## src/rtl/calc_issue_ctrl.sv

```systemverilog
// rtl/calc_issue_ctrl.sv - credit-based issue/collect controller for a fixed-latency arithmetic pipeline
// A tuple is issued only when a FIFO slot is reserved for its result, so results are never lost.
module calc_issue_ctrl #(
   parameter int WIDTH = 32,
   parameter int LAT   = 4,
   parameter int DEPTH = 8
) (
   input  logic                       clk,
   input  logic                       rst,
   input  logic                       s_valid,
   output logic                       s_ready,
   input  logic signed [WIDTH-1:0]    s_a,
   input  logic signed [WIDTH-1:0]    s_b,
   input  logic signed [WIDTH-1:0]    s_c,
   input  logic signed [WIDTH-1:0]    s_d,
   output logic                       pipe_vld,
   output logic signed [WIDTH-1:0]    pipe_a,
   output logic signed [WIDTH-1:0]    pipe_b,
   output logic signed [WIDTH-1:0]    pipe_c,
   output logic signed [WIDTH-1:0]    pipe_d,
   input  logic signed [WIDTH-1:0]    pipe_res,
   input  logic                       pipe_res_vld,
   output logic                       m_valid,
   input  logic                       m_ready,
   output logic signed [WIDTH-1:0]    m_data,
   output logic [$clog2(DEPTH):0]     occupancy,
   output logic [$clog2(DEPTH):0]     inflight,
   output logic                       err_overflow,
   output logic                       err_spurious
);
   localparam int AW = $clog2(DEPTH);
   localparam int CW = AW + 1;

   if (DEPTH < 2 || (DEPTH & (DEPTH - 1)) != 0 || LAT < 1) begin : g_bad_param
      $error("calc_issue_ctrl: DEPTH must be a power of 2 >= 2 and LAT >= 1");
   end

   logic [WIDTH-1:0] mem [DEPTH];
   logic [AW-1:0]    wr_ptr;
   logic [AW-1:0]    rd_ptr;
   logic [CW-1:0]    occ_q;
   logic [CW-1:0]    infl_q;
   logic [CW:0]      credits_used;
   logic             issue;
   logic             pop;
   logic             full;
   logic             wr_en;
   logic             infl_zero;
   logic             infl_dec;

   // Credits come from registered counts only; a pop frees its credit next cycle.
   assign credits_used = {1'b0, occ_q} + {1'b0, infl_q};
   assign s_ready      = credits_used < (CW + 1)'(DEPTH);

   assign issue    = s_valid && s_ready;
   assign pipe_vld = issue;
   assign pipe_a   = s_a;
   assign pipe_b   = s_b;
   assign pipe_c   = s_c;
   assign pipe_d   = s_d;

   assign m_valid   = occ_q != '0;
   assign m_data    = mem[rd_ptr];
   assign pop       = m_valid && m_ready;
   assign full      = occ_q == CW'(DEPTH);
   assign wr_en     = pipe_res_vld && (!full || pop);
   assign infl_zero = infl_q == '0;
   assign infl_dec  = pipe_res_vld && !infl_zero;

   assign occupancy = occ_q;
   assign inflight  = infl_q;

   always_ff @(posedge clk) begin
      if (wr_en) mem[wr_ptr] <= pipe_res;
   end

   always_ff @(posedge clk) begin
      if (rst) begin
         wr_ptr       <= '0;
         rd_ptr       <= '0;
         occ_q        <= '0;
         infl_q       <= '0;
         err_overflow <= 1'b0;
         err_spurious <= 1'b0;
      end else begin
         if (wr_en) wr_ptr <= wr_ptr + AW'(1);
         if (pop)   rd_ptr <= rd_ptr + AW'(1);

         case ({wr_en, pop})
            2'b10:   occ_q <= occ_q + CW'(1);
            2'b01:   occ_q <= occ_q - CW'(1);
            default: occ_q <= occ_q;
         endcase

         if (issue && !infl_dec)      infl_q <= infl_q + CW'(1);
         else if (!issue && infl_dec) infl_q <= infl_q - CW'(1);

         if (pipe_res_vld && full && !pop) err_overflow <= 1'b1;
         if (pipe_res_vld && infl_zero)    err_spurious <= 1'b1;
      end
   end
endmodule

```

## config.mk

```make
export PLATFORM = sky130hd
export DESIGN_NAME = calc_issue_ctrl
export DESIGN_NICKNAME = d
export VERILOG_FILES = /design/src/rtl/calc_issue_ctrl.sv
export SDC_FILE = /design/constraint.sdc
export NUM_CORES = 1
export LEC_CHECK = 0
export CORE_MARGIN = 8
export CORE_UTILIZATION = 45
export DETAILED_ROUTE_END_ITERATION = 7
export PLACE_DENSITY = 0.81
export SYNTH_ARGS = -nofsm -noshare
export SYNTH_HDL_FRONTEND = slang
export SYNTH_SLANG_ARGS = --single-unit
export TNS_END_PERCENT = 50
```

## constraint.sdc

```tcl
create_clock -name clk -period 12.3 [get_ports clk]
set_clock_uncertainty 0.2 [all_clocks]
set_input_delay 1.23 -clock clk [delete_from_list [all_inputs] [get_ports clk]]
set_output_delay 1.23 -clock clk [all_outputs]
set_load 0.01 [all_outputs]
```

==> out/qor_table.md, run 1 <==
| Parameter | This run | Unit |
|:---|:---|:---|
| Run status | complete, no violations | - |
| Power per cell area | 188 | mW/mm^2 |
| R2R Setup Slk | 8.75 | ns |
| Smallest setup slack after layout | 7.73 | ns |
| Endpoint of the worst register-to-register path | inflight[3] | - |
| Number of antenna diodes | 0 | - |
| Number of top-level pins | 338 | - |
| Min-delay worst type | reg -> reg | - |
| Highest net fanout along the worst path | 64 | - |
| Fillcell total | 2068 | - |
| Floorplan die height | 178 | um |
| Synthesized netlist cell count | 614 | - |
| Total Die Area | 0.0316 | sq mm |
| Portion of the clock cycle consumed by the worst path in the final layout | 37.2 | % |
| Area overhead of the layout relative to synthesis | 9.52 | % |
| Hold Path Stages | 2 | - |
| Synth Net Count | 792 | - |
| Global-route wire length before repair | 33200 | um |
| Slowest-stage cell, CP | dfxtp_4 | - |
| H-tree levels | 1 | - |
| Area fraction in compound gates after synthesis | 0.957 | % |
| Post-synthesis average cell area | 19.2 | sq um |
| Clock buffer count from CTS | 28 | - |
| Number of hold violations in the final report | 0 | - |
| Total congestion overflow after global routing | 0 | - |
| Root cell of the clock tree | clkbuf_16 | - |
| Post-synthesis share of cell area spent on and, or, nand and nor gates | 1.96 | % |
| Max Buffers Root-to-Sink | 3 | - |
| Maximum number of pins on one net before global-route repair | 65 | - |
| Std-Cell Core Area | 0.0258 | sq mm |
| Worst setup path endpoint | m_data[8] | - |
| Post-synthesis share of cell area spent on xor and xnor gates | 0.596 | % |
| Delay of the slowest cell on the worst path | 1.13 | ns |
| Accumulated negative setup slack | 0 | ns |
| Netlist Area Pre-Place | 0.0118 | sq mm |
| Max frequency | 0.219 | GHz |
| Worst max-slew margin expressed relative to the limit | 22.5 | % |
| Sequential share of the synthesized area | 68.6 | % |
| Number of synthesized register bits | 275 | - |
| Combinational family with the most area after synthesis | multiplexers | - |
| Worst voltage drop across the vdd grid | 0.000115 | V |
| Final Setup Violations | 0 | - |
| Clock transition at the registers of the reported paths | 0.06 | ns |
| Static Leak | 4.14 | nW |
| Post-CTS Setup Bufs | 0 | - |
| Unrepaired setup endpoints after global routing | false | - |
| Post-DR vias/cell | 5.44 | - |
| Total clock sinks | 275 | - |
| Worst path required time | 10.87 | ns |
| Hold-fix buffers, CTS | 0 | - |
| Worst Reg-to-Reg Cells | 11 | - |
| WP data arrival | 3.14 | ns |
| Source of the worst register-to-register timing path | occupancy[1] | - |
| Source-to-sink clock delay at the later pin of the worst-skew pair | 0.54 | ns |
| Initial cell density of the core | 45.5 | % |
| Transition time of the tightest slew-check pin | 1.16 | ns |
| Nets@finish | 762 | - |
| Category of the worst setup path capture point | output pin | - |
| Unique cell type count in the Yosys netlist | 37 | - |
| Die Width | 178 | um |
| Via count of the first global-routing pass | 5687 | - |
| DRT antenna net count | 0 | - |
| Max_cap viols | 0 | - |
| Synth Area in Adders | 1.51 | % |
| Launching element type of the critical path | flip-flop | - |
| Proportion of layout cells with a drive suffix above 1 | 19.5 | % |
| Total wire length | 21500 | um |
| Total of warnings raised by yosys | 0 | - |
| Final-report max-slew violation count | 0 | - |
| HPWL reported at the end of detailed placement | 12600 | um |
| Class of the most critical setup path | reg -> out | - |
| Series of cell instances along the critical path | mux4_1, mux2_2, clkdlybuf4s50_1 | - |
| Worst-case setup slack after placement | 7.92 | ns |
| Number of iterations in the first detailed-routing pass | 5 | - |
| Minimum period implied by the final worst setup slack | 4.57 | ns |
| Gr usage total | 13.6 | % |
| Quantity of gates resized following cts | 0 | - |
| Total power of the final layout | 2.42 | mW |
| Routability Congestion | 0.689 | - |
| Routed length per instance | 22.8 | um |
| Number of placement rows | 59 | - |
| Number of vias in the routed layout | 5122 | - |
| Number of antenna violations at the first check in global routing | 0 | - |
| Multiplexer area fraction after synthesis | 16.9 | % |
| Number of port buffers | 81 | - |
| DRC violation total after the first TritonRoute iteration | 297 | - |
| DRC | 0 | - |
| CTS tree | yes | - |
cell usage after synthesis:
master	instances	area, sq um
a2111oi_0	1	8.76
a211oi_1	1	7.51
a21oi_1	10	50.1
a31o_2	1	8.76
a31oi_1	1	6.26
and2_1	1	6.26
and3_1	1	6.26
buf_1	3	11.3
buf_2	6	30.0
buf_4	128	961
buf_6	7	78.8
clkbuf_1	5	18.8
dfxtp_1	19	380
edfxtp_1	256	7690
fa_1	2	40.0
ha_1	11	138
inv_1	6	22.5
mux2_2	33	372
mux2i_1	2	20.0
mux4_1	40	1050
mux4_2	24	541
nand2_1	3	11.3
nand2b_1	4	25.0
nand3_1	4	20.0
nor2_1	23	86.3
nor2b_1	1	6.26
nor3_1	4	20.0
nor4_1	2	12.5
o211ai_1	1	7.51
o21ai_4	1	16.3
o31ai_1	1	7.51
or2_2	1	6.26
or3_4	1	11.3
or4_1	1	7.51
or4_4	1	11.3
xnor2_1	2	17.5
xor2_1	6	52.6
cell type report:
| cell class | instances | area (sq um) | area share [%] |
|---|---|---|---|
| sequential | 275 | 8080 | 62.7 |
| clock buffer | 42 | 783 | 6.08 |
| tap | 335 | 419 | 3.25 |
| multi-input combinational | 184 | 2620 | 20.4 |
| clock inverter | 10 | 88.8 | 0.690 |
| timing repair buffer | 89 | 871 | 6.76 |
| inverter | 6 | 22.5 | 0.175 |
kinds of logic after synthesis:
| logic type | Yosys count |
|---|---|
| compound gates | 17 |
| xor+xnor | 8 |
| fa+ha+maj | 13 |
| buf+inv | 155 |
| flops | 275 |
| mux | 99 |
| simple gates | 47 |
sequential cells by signal, indices dropped and copies added, names as in the netlist, named ones only:
| name | cells |
|---|---|
| wr_ptr | 3 |
| occupancy | 4 |
| err_spurious | 1 |
| rd_ptr | 3 |
| err_overflow | 1 |
| inflight | 4 |
| mem | 256 |
worst max-delay path, delay by kind of cell, from the launching register on:
family | cells | cell delay [ns]
flops | 1 | 1.13
mux | 2 | 0.97
buf+inv | 1 | 0.49
report_power, final:
part / total, mW / internal [mW] / switching, mW
registers: 1.15 / 1.07 / 0.0808
logic: 0.482 / 0.293 / 0.189
clock network: 0.786 / 0.461 / 0.325
total: 2.42 / 1.83 / 0.595
layout by cell type, fill, tap and decap left out, types with 3 or more instances in the layout:
cell type | Yosys | final
edfxtp_1 | 256 | 256
clkdlybuf4s50_1 | 0 | 81
mux4_1 | 40 | 40
mux2_2 | 33 | 33
clkbuf_16 | 0 | 28
mux4_2 | 24 | 24
nor2_1 | 23 | 20
dfxtp_1 | 19 | 16
ha_1 | 11 | 11
clkbuf_1 | 5 | 11
a21oi_1 | 10 | 10
buf_4 | 128 | 8
inv_1 | 6 | 6
xor2_1 | 6 | 6
nand2b_1 | 4 | 4
nor3_2 | 0 | 4
nand3_1 | 4 | 4
clkinv_1 | 0 | 4
nand2_1 | 3 | 3
nor2_4 | 0 | 3
clkbuf_8 | 0 | 3
stage by stage:
step	instances	instance area [sq um]	util, %	hold WS, ns
after floorplan	614	11800	-	0.254
after global placement	889	12000	46.5	0.257
after detailed placement	889	12000	46.5	0.266
after CTS	941	12900	49.9	0.283
after global routing	941	12900	49.9	0.316
final	941	12900	49.9	0.276
worst min-delay path by stage:
stage / from / end
finish: err_overflow / err_overflow
global route: rd_ptr[1] / flip-flop
CTS: rd_ptr[1] / flip-flop
detailed placement: err_overflow / err_overflow
global placement: rd_ptr[1] / flip-flop
floorplan: rd_ptr[1] / flip-flop
layer usage:
metal	track usage, %	part of all wire [%]	vias to the layer above
met2	23.3	50	146
met1	16.5	40	2653
met5	0	0	-
met3	3.51	6.2	79
li1	-	-	2244
met4	4.97	3.2	0
Note: power is estimated with default switching activity, not from simulation.
==> inputs of run 2 (changes only) <==
==> constraint.sdc (replaced) <==
create_clock -name clk -period 4.3 [get_ports clk]
set_clock_uncertainty 0.2 [all_clocks]
set_input_delay 0.43 -clock clk [delete_from_list [all_inputs] [get_ports clk]]
set_output_delay 0.43 -clock clk [all_outputs]
set_load 0.01 [all_outputs]
==> run 2 against run 1 <==
Compared with the run above:
- flip-flop and latch count did not move
- first-iteration DRC count rose by 4.7%
- utilization rose by 0.46 points
- global-route usage fell by 0.56 points
- via count fell by 0.37%
- critical path depth rose by 1
- total power rose to 2.9 times the previous value
- final area rose by 0.91%
- sequential share of layout area fell by 0.59 points
- final cell count rose by 0.74%
- worst setup slack got worse by 7.0 ns
- critical endpoint unchanged
- largest power group unchanged
==> out/qor_table.md, run 2 (synthesis gave the netlist of run 1 again) <==
| Parameter | This run | Unit | Change |
|:---|:---|:---|:---|
| Highest net fanout along the worst path | 38 | - | was 64 |
| DRC | 0 | - | unchanged |
| Hold-fix buffers, CTS | 0 | - | unchanged |
| Final Setup Violations | 0 | - | unchanged |
| Gr usage total | 13.1 | % | was 13.6% |
| Root cell of the clock tree | clkbuf_16 | - | unchanged |
| Clock transition at the registers of the reported paths | 0.06 | ns | about the same |
| Most common library cell in the layout ignoring fill and taps | edfxtp_1 | - | unchanged |
| Final-report max-slew violation count | 0 | - | unchanged |
| Run status | complete, no violations | - | unchanged |
| Total congestion overflow after global routing | 0 | - | unchanged |
| Met3 demand-to-capacity share in global routing | 3.34 | % | was 3.51% |
| WP data arrival | 2.98 | ns | was 3.14 ns |
| Class of the most critical setup path | reg -> out | - | unchanged |
| DRC violation total after the first TritonRoute iteration | 311 | - | was 297 |
| Minimum period implied by the final worst setup slack | 3.61 | ns |  |
| Quantity of gates resized following cts | 0 | - | unchanged |
| DP Area | 0.0121 | sq mm | was 0.0120 sq mm |
| Power per cell area | 537 | mW/mm^2 | was 188 mW/mm^2 |
| Routability Congestion | 0.754 | - | was 0.689 |
| Maximum number of pins on one net before global-route repair | 39 | - | was 65 |
| Std-Cell Core Area | 0.0258 | sq mm | unchanged |
| Number of placement rows | 59 | - | unchanged |
| Global-route wire length before repair | 31800 | um | was 33200 um |
| Min-delay worst type | reg -> reg | - | unchanged |
| Clock buffer count from CTS | 28 | - | unchanged |
| Total wire length | 21200 | um | was 21500 um |
| Final non-filler cell area | 0.0130 | sq mm | was 0.0129 sq mm |
| Worst path required time | 3.67 | ns | was 10.87 ns |
| Unrepaired setup endpoints after global routing | false | - | unchanged |
| Worst voltage drop across the vdd grid | 0.000336 | V | was 0.000115 V |
| Post-CTS Setup Bufs | 0 | - | unchanged |
| Portion of the clock cycle consumed by the worst path in the final layout | 83.9 | % |  |
| Max Buffers Root-to-Sink | 3 | - | unchanged |
| Floorplan die height | 178 | um | unchanged |
| CTS tree | yes | - | unchanged |
| Busiest metal layer after global routing | met2 | - | unchanged |
| Via count of the first global-routing pass | 5506 | - | was 5687 |
| Area overhead of the layout relative to synthesis | 10.5 | % | was 9.52% |
| Total clock sinks | 275 | - | unchanged |
| Total Die Area | 0.0316 | sq mm | unchanged |
| Category of the worst setup path capture point | output pin | - | unchanged |
| Biggest register | mem | - | unchanged |
| Number of vias in the routed layout | 5103 | - | was 5122 |
| Transition time of the tightest slew-check pin | 1.08 | ns | was 1.16 ns |
| Number of antenna violations at the first check in global routing | 2 | - | was 0 |
| Accumulated negative setup slack | 0 | ns | unchanged |
| GR met1 Demand/Resource | 15.1 | % | was 16.5% |
| Number of iterations in the first detailed-routing pass | 4 | - | was 5 |
| Die Width | 178 | um | unchanged |
| GR Layer Usage met2 | 23.4 | % | was 23.3% |
| Proportion of layout cells with a drive suffix above 1 | 20.4 | % | was 19.5% |
| Number of port buffers | 81 | - | unchanged |
| Number of hold violations in the final report | 0 | - | unchanged |
| Worst max-slew margin expressed relative to the limit | 28.1 | % | was 22.5% |
| Number of top-level pins | 338 | - | unchanged |
| Max_cap viols | 0 | - | unchanged |
| Commonest cells after routing, fill and taps aside | edfxtp_1, clkdlybuf4s50_1, mux4_1 | - | unchanged |
| Initial cell density of the core | 45.5 | % | unchanged |
| Launching element type of the critical path | flip-flop | - | unchanged |
| Post-DR vias/cell | 5.38 | - | was 5.44 |
| H-tree levels | 1 | - | unchanged |
| Nets@finish | 770 | - | was 762 |
| Routed length per instance | 22.3 | um | was 22.8 um |
| Source-to-sink clock delay at the later pin of the worst-skew pair | 0.52 | ns | was 0.54 ns |
| Max frequency | 0.277 | GHz |  |
| DRT antenna net count | 0 | - | unchanged |
| Static Leak | 4.19 | nW | was 4.14 nW |
| HPWL reported at the end of detailed placement | 12700 | um | was 12600 um |
| Number of flip-flops under the largest register name | 256 | - | unchanged |
==> run 2: worst max-delay path, stage by stage (launching register included) <==
cell,delay (ns)
dfxtp_4,0.69
buf_12,0.34
mux4_1,0.60
mux2_2,0.29
clkdlybuf4s50_1,0.49
==> run 2: power by group <==
part           switching (mW)  internal [mW]
clock                   0.923           1.34
sequential              0.150           3.07
combinational           0.636          0.860
total                    1.71           5.27
==> run 2: area by class of cell <==
cell class	instances	area, sq um
repair buffers	97	981
clock buffers	36	752
well taps	335	419
diodes	1	2.50
multi-input cells	184	2630
inverters	6	22.5
flip-flops and latches	275	8070
clock inverters	14	119
fillers	2051	12800
==> run 2: worst paths after layout <==
check | slack (ns) | end | start | cells past startpoint
worst max-delay path | 0.69 | m_data[8] | flip-flop | 4
worst min register to register | 0.29 | err_overflow | err_overflow | 2
worst max register to register | 0.79 | inflight[3] | inflight[1] | 11
worst min-delay path | 0.29 | err_overflow | err_overflow | 2
==> run 2: metrics by stage <==
step	setup slack [ns]	hold WS [ns]	instances	total power [mW]	util (%)
finish	0.692	0.289	948	6.98	50.3
global route	0.533	0.332	948	7.28	50.3
CTS	0.599	0.288	947	7.08	50.3
detailed placement	0.823	0.269	897	4.80	46.9
global placement	1.03	0.266	897	4.72	46.9
floorplan	0.377	0.254	614	4.31	-
==> run 2: metal layers <==
layer  vias to the layer above  part of all wire (%)
li1                       2261                     -
met1                      2631                    40
met2                       155                    51
met3                        54                   6.4
met4                         2                   2.1
met5                         -                 0.047
==> variant: new RTL, config.mk and constraints of run 2 <==
Register the output `err_spurious` once more, without a reset; this adds one clock of latency there. The other outputs are not delayed to match.
--- a/src/rtl/calc_issue_ctrl.sv
+++ b/src/rtl/calc_issue_ctrl.sv
@@ -32,2 +32,4 @@
    localparam int CW = AW + 1;
+
+   logic err_spurious_s0;
 
@@ -83,3 +85,3 @@
          err_overflow <= 1'b0;
-         err_spurious <= 1'b0;
+         err_spurious_s0 <= 1'b0;
       end else begin
@@ -98,5 +100,9 @@
          if (pipe_res_vld && full && !pop) err_overflow <= 1'b1;
-         if (pipe_res_vld && infl_zero)    err_spurious <= 1'b1;
+         if (pipe_res_vld && infl_zero)    err_spurious_s0 <= 1'b1;
       end
    end
+   always_ff @(posedge clk) begin
+      err_spurious <= err_spurious_s0;
+   end
+
 endmodule
Behaviour: not the same (Yosys sat finds a counterexample within 4 cycles, from zero or initial values and one cycle with rst high).
==> variant against run 2 <==
Via count about the same. Synthesized area rose by 0.17%. Sequential cell count grew 1. Wire length decreased by 0.21%. Clock power shrank 5%. Setup slack lost 0.063 ns. Power down 1.6%. Design area decreased by 0.59%. Sequential power increased by 1%. Critical path depth stayed put.
==> variant: results (changes against run 2) <==
* Fill cell count at 1991 (-2.9%)
* Fraction of the mapped netlist area in compound gates at 0.956% (-0.0016 points)
* Hold slack at 0.151 ns (-0.138 ns)
* Register-to-register setup slack at 0.89 ns (+0.10 ns)
* Worst hold path startpoint: err_spurious_s0
* Metal2 WL at 10800 um (-0.44%)
* Worst Hold End: err_spurious
* Maximum resistive drop on vdd at 0.000224 V (-33%)
* All-Layer GR Usage at 13.2% (+0.081 points)
* Global-route wire length before repair at 31800 um (about the same)
* Number of global-route vias before repair at 5498 (-0.15%)
* F_max at 0.272 GHz (-1.7%)
* Final net count at 767 (-0.39%)
* Switching share of power at 25.1% (+0.63 points)
* Detailed-route via count at 5107 (+0.078%)
* Half-perimeter wire length after detailed placement at 12600 um (-0.35%)
* Sequential share of the synthesized area at 68.6% (about the same)
* Outcome: completed
* Cell count after synthesis at 615 (+0.16%)
* Deepest clock path buffer count at 3 (unchanged)
* Static leakage power at 0.00415 uW (-1.1%)
* Antenna violations before repair at 1 (-1)
* Number of nets in the synthesized netlist at 793 (+0.13%)
* First DRT Iteration DRCs at 338 (+8.7%)
* Top register by number of flip-flops: mem
* Fraction of layout cells with a size suffix above 1 at 20.5% (+0.10 points)
* Dpl ws at 0.955 ns (+0.133 ns)
* Share of synthesized area spent on multiplexers at 16.8% (-0.029 points)
* Wire length on met3 at 1250 um (-7.3%)
* Hold depth at 0 (-2)
* Main area contributors after synthesis: edfxtp_1, mux4_1, buf_4
* Wire length per cell at 22.4 um (+0.21%)
* Psw at 1730 uW (+0.94%)
* Worst flop-to-flop path startpoint: occupancy[1]
* Largest net degree at the start of global routing at 65 (+67%)
* Post-synthesis xor/xnor area fraction at 0.595% (-0.0010 points)
* Largest stage delay on the critical path at 0.75 ns (+0.06 ns)
* Post-detailed-placement cell area at 12100 sq um (-0.14%)
* Sum of routed wire segments on met1 at 8640 um (+1.7%)
* Antenna cell count at 0 (-1)
* Clock network fraction of design power at 31.3% (-1.2 points)
* Final estimated routing congestion in global placement at 0.772 (+2.4%)
* Ratio of total power to cell area at 532 nW/um^2 (-1.0%)
* Crit path arrival time at 3.04 ns (+0.06 ns)
* Number of buffers inserted during clock tree synthesis at 26 (-7.1%)
* Maximum fanout encountered on the critical timing path at 35 (-7.9%)
==> variant: cell count changes in the layout (fill, tap and decap cells not counted), sizes merged <==
cell / delta
inv: +1
clkinvlp: +4
bufinv: -1
buf: -2
clkbuf: -6
dfxtp: +1
diode: -1
==> variant: cells by family after synthesis <==
group | after synthesis
xor+xnor | 8
simple gates | 47
compound gates | 17
buf+inv | 155
fa+ha+maj | 13
flops | 276
mux | 99
==> variant: cell type report <==
class	instances	area share [%]
clock inverter	18	0.987
sequential	276	62.6
multi-input combinational	184	20.4
timing repair buffer	95	7.28
tap	335	3.24
inverter	6	0.174
clock buffer	30	5.31
==> variant: worst max-delay path by stage <==
stage	cells past startpoint	end
detailed placement	11	inflight[3]
finish	4	m_data[22]
floorplan	4	mem[4][0]
global route	4	m_data[22]
global placement	11	inflight[3]
CTS	4	m_data[22]
==> variant: routing by layer <==
metal,GRT usage [%],vias to the layer above
met5,0,-
met4,4.17,2
met3,3.55,52
met2,22.7,159
met1,15.9,2633
li1,-,2261
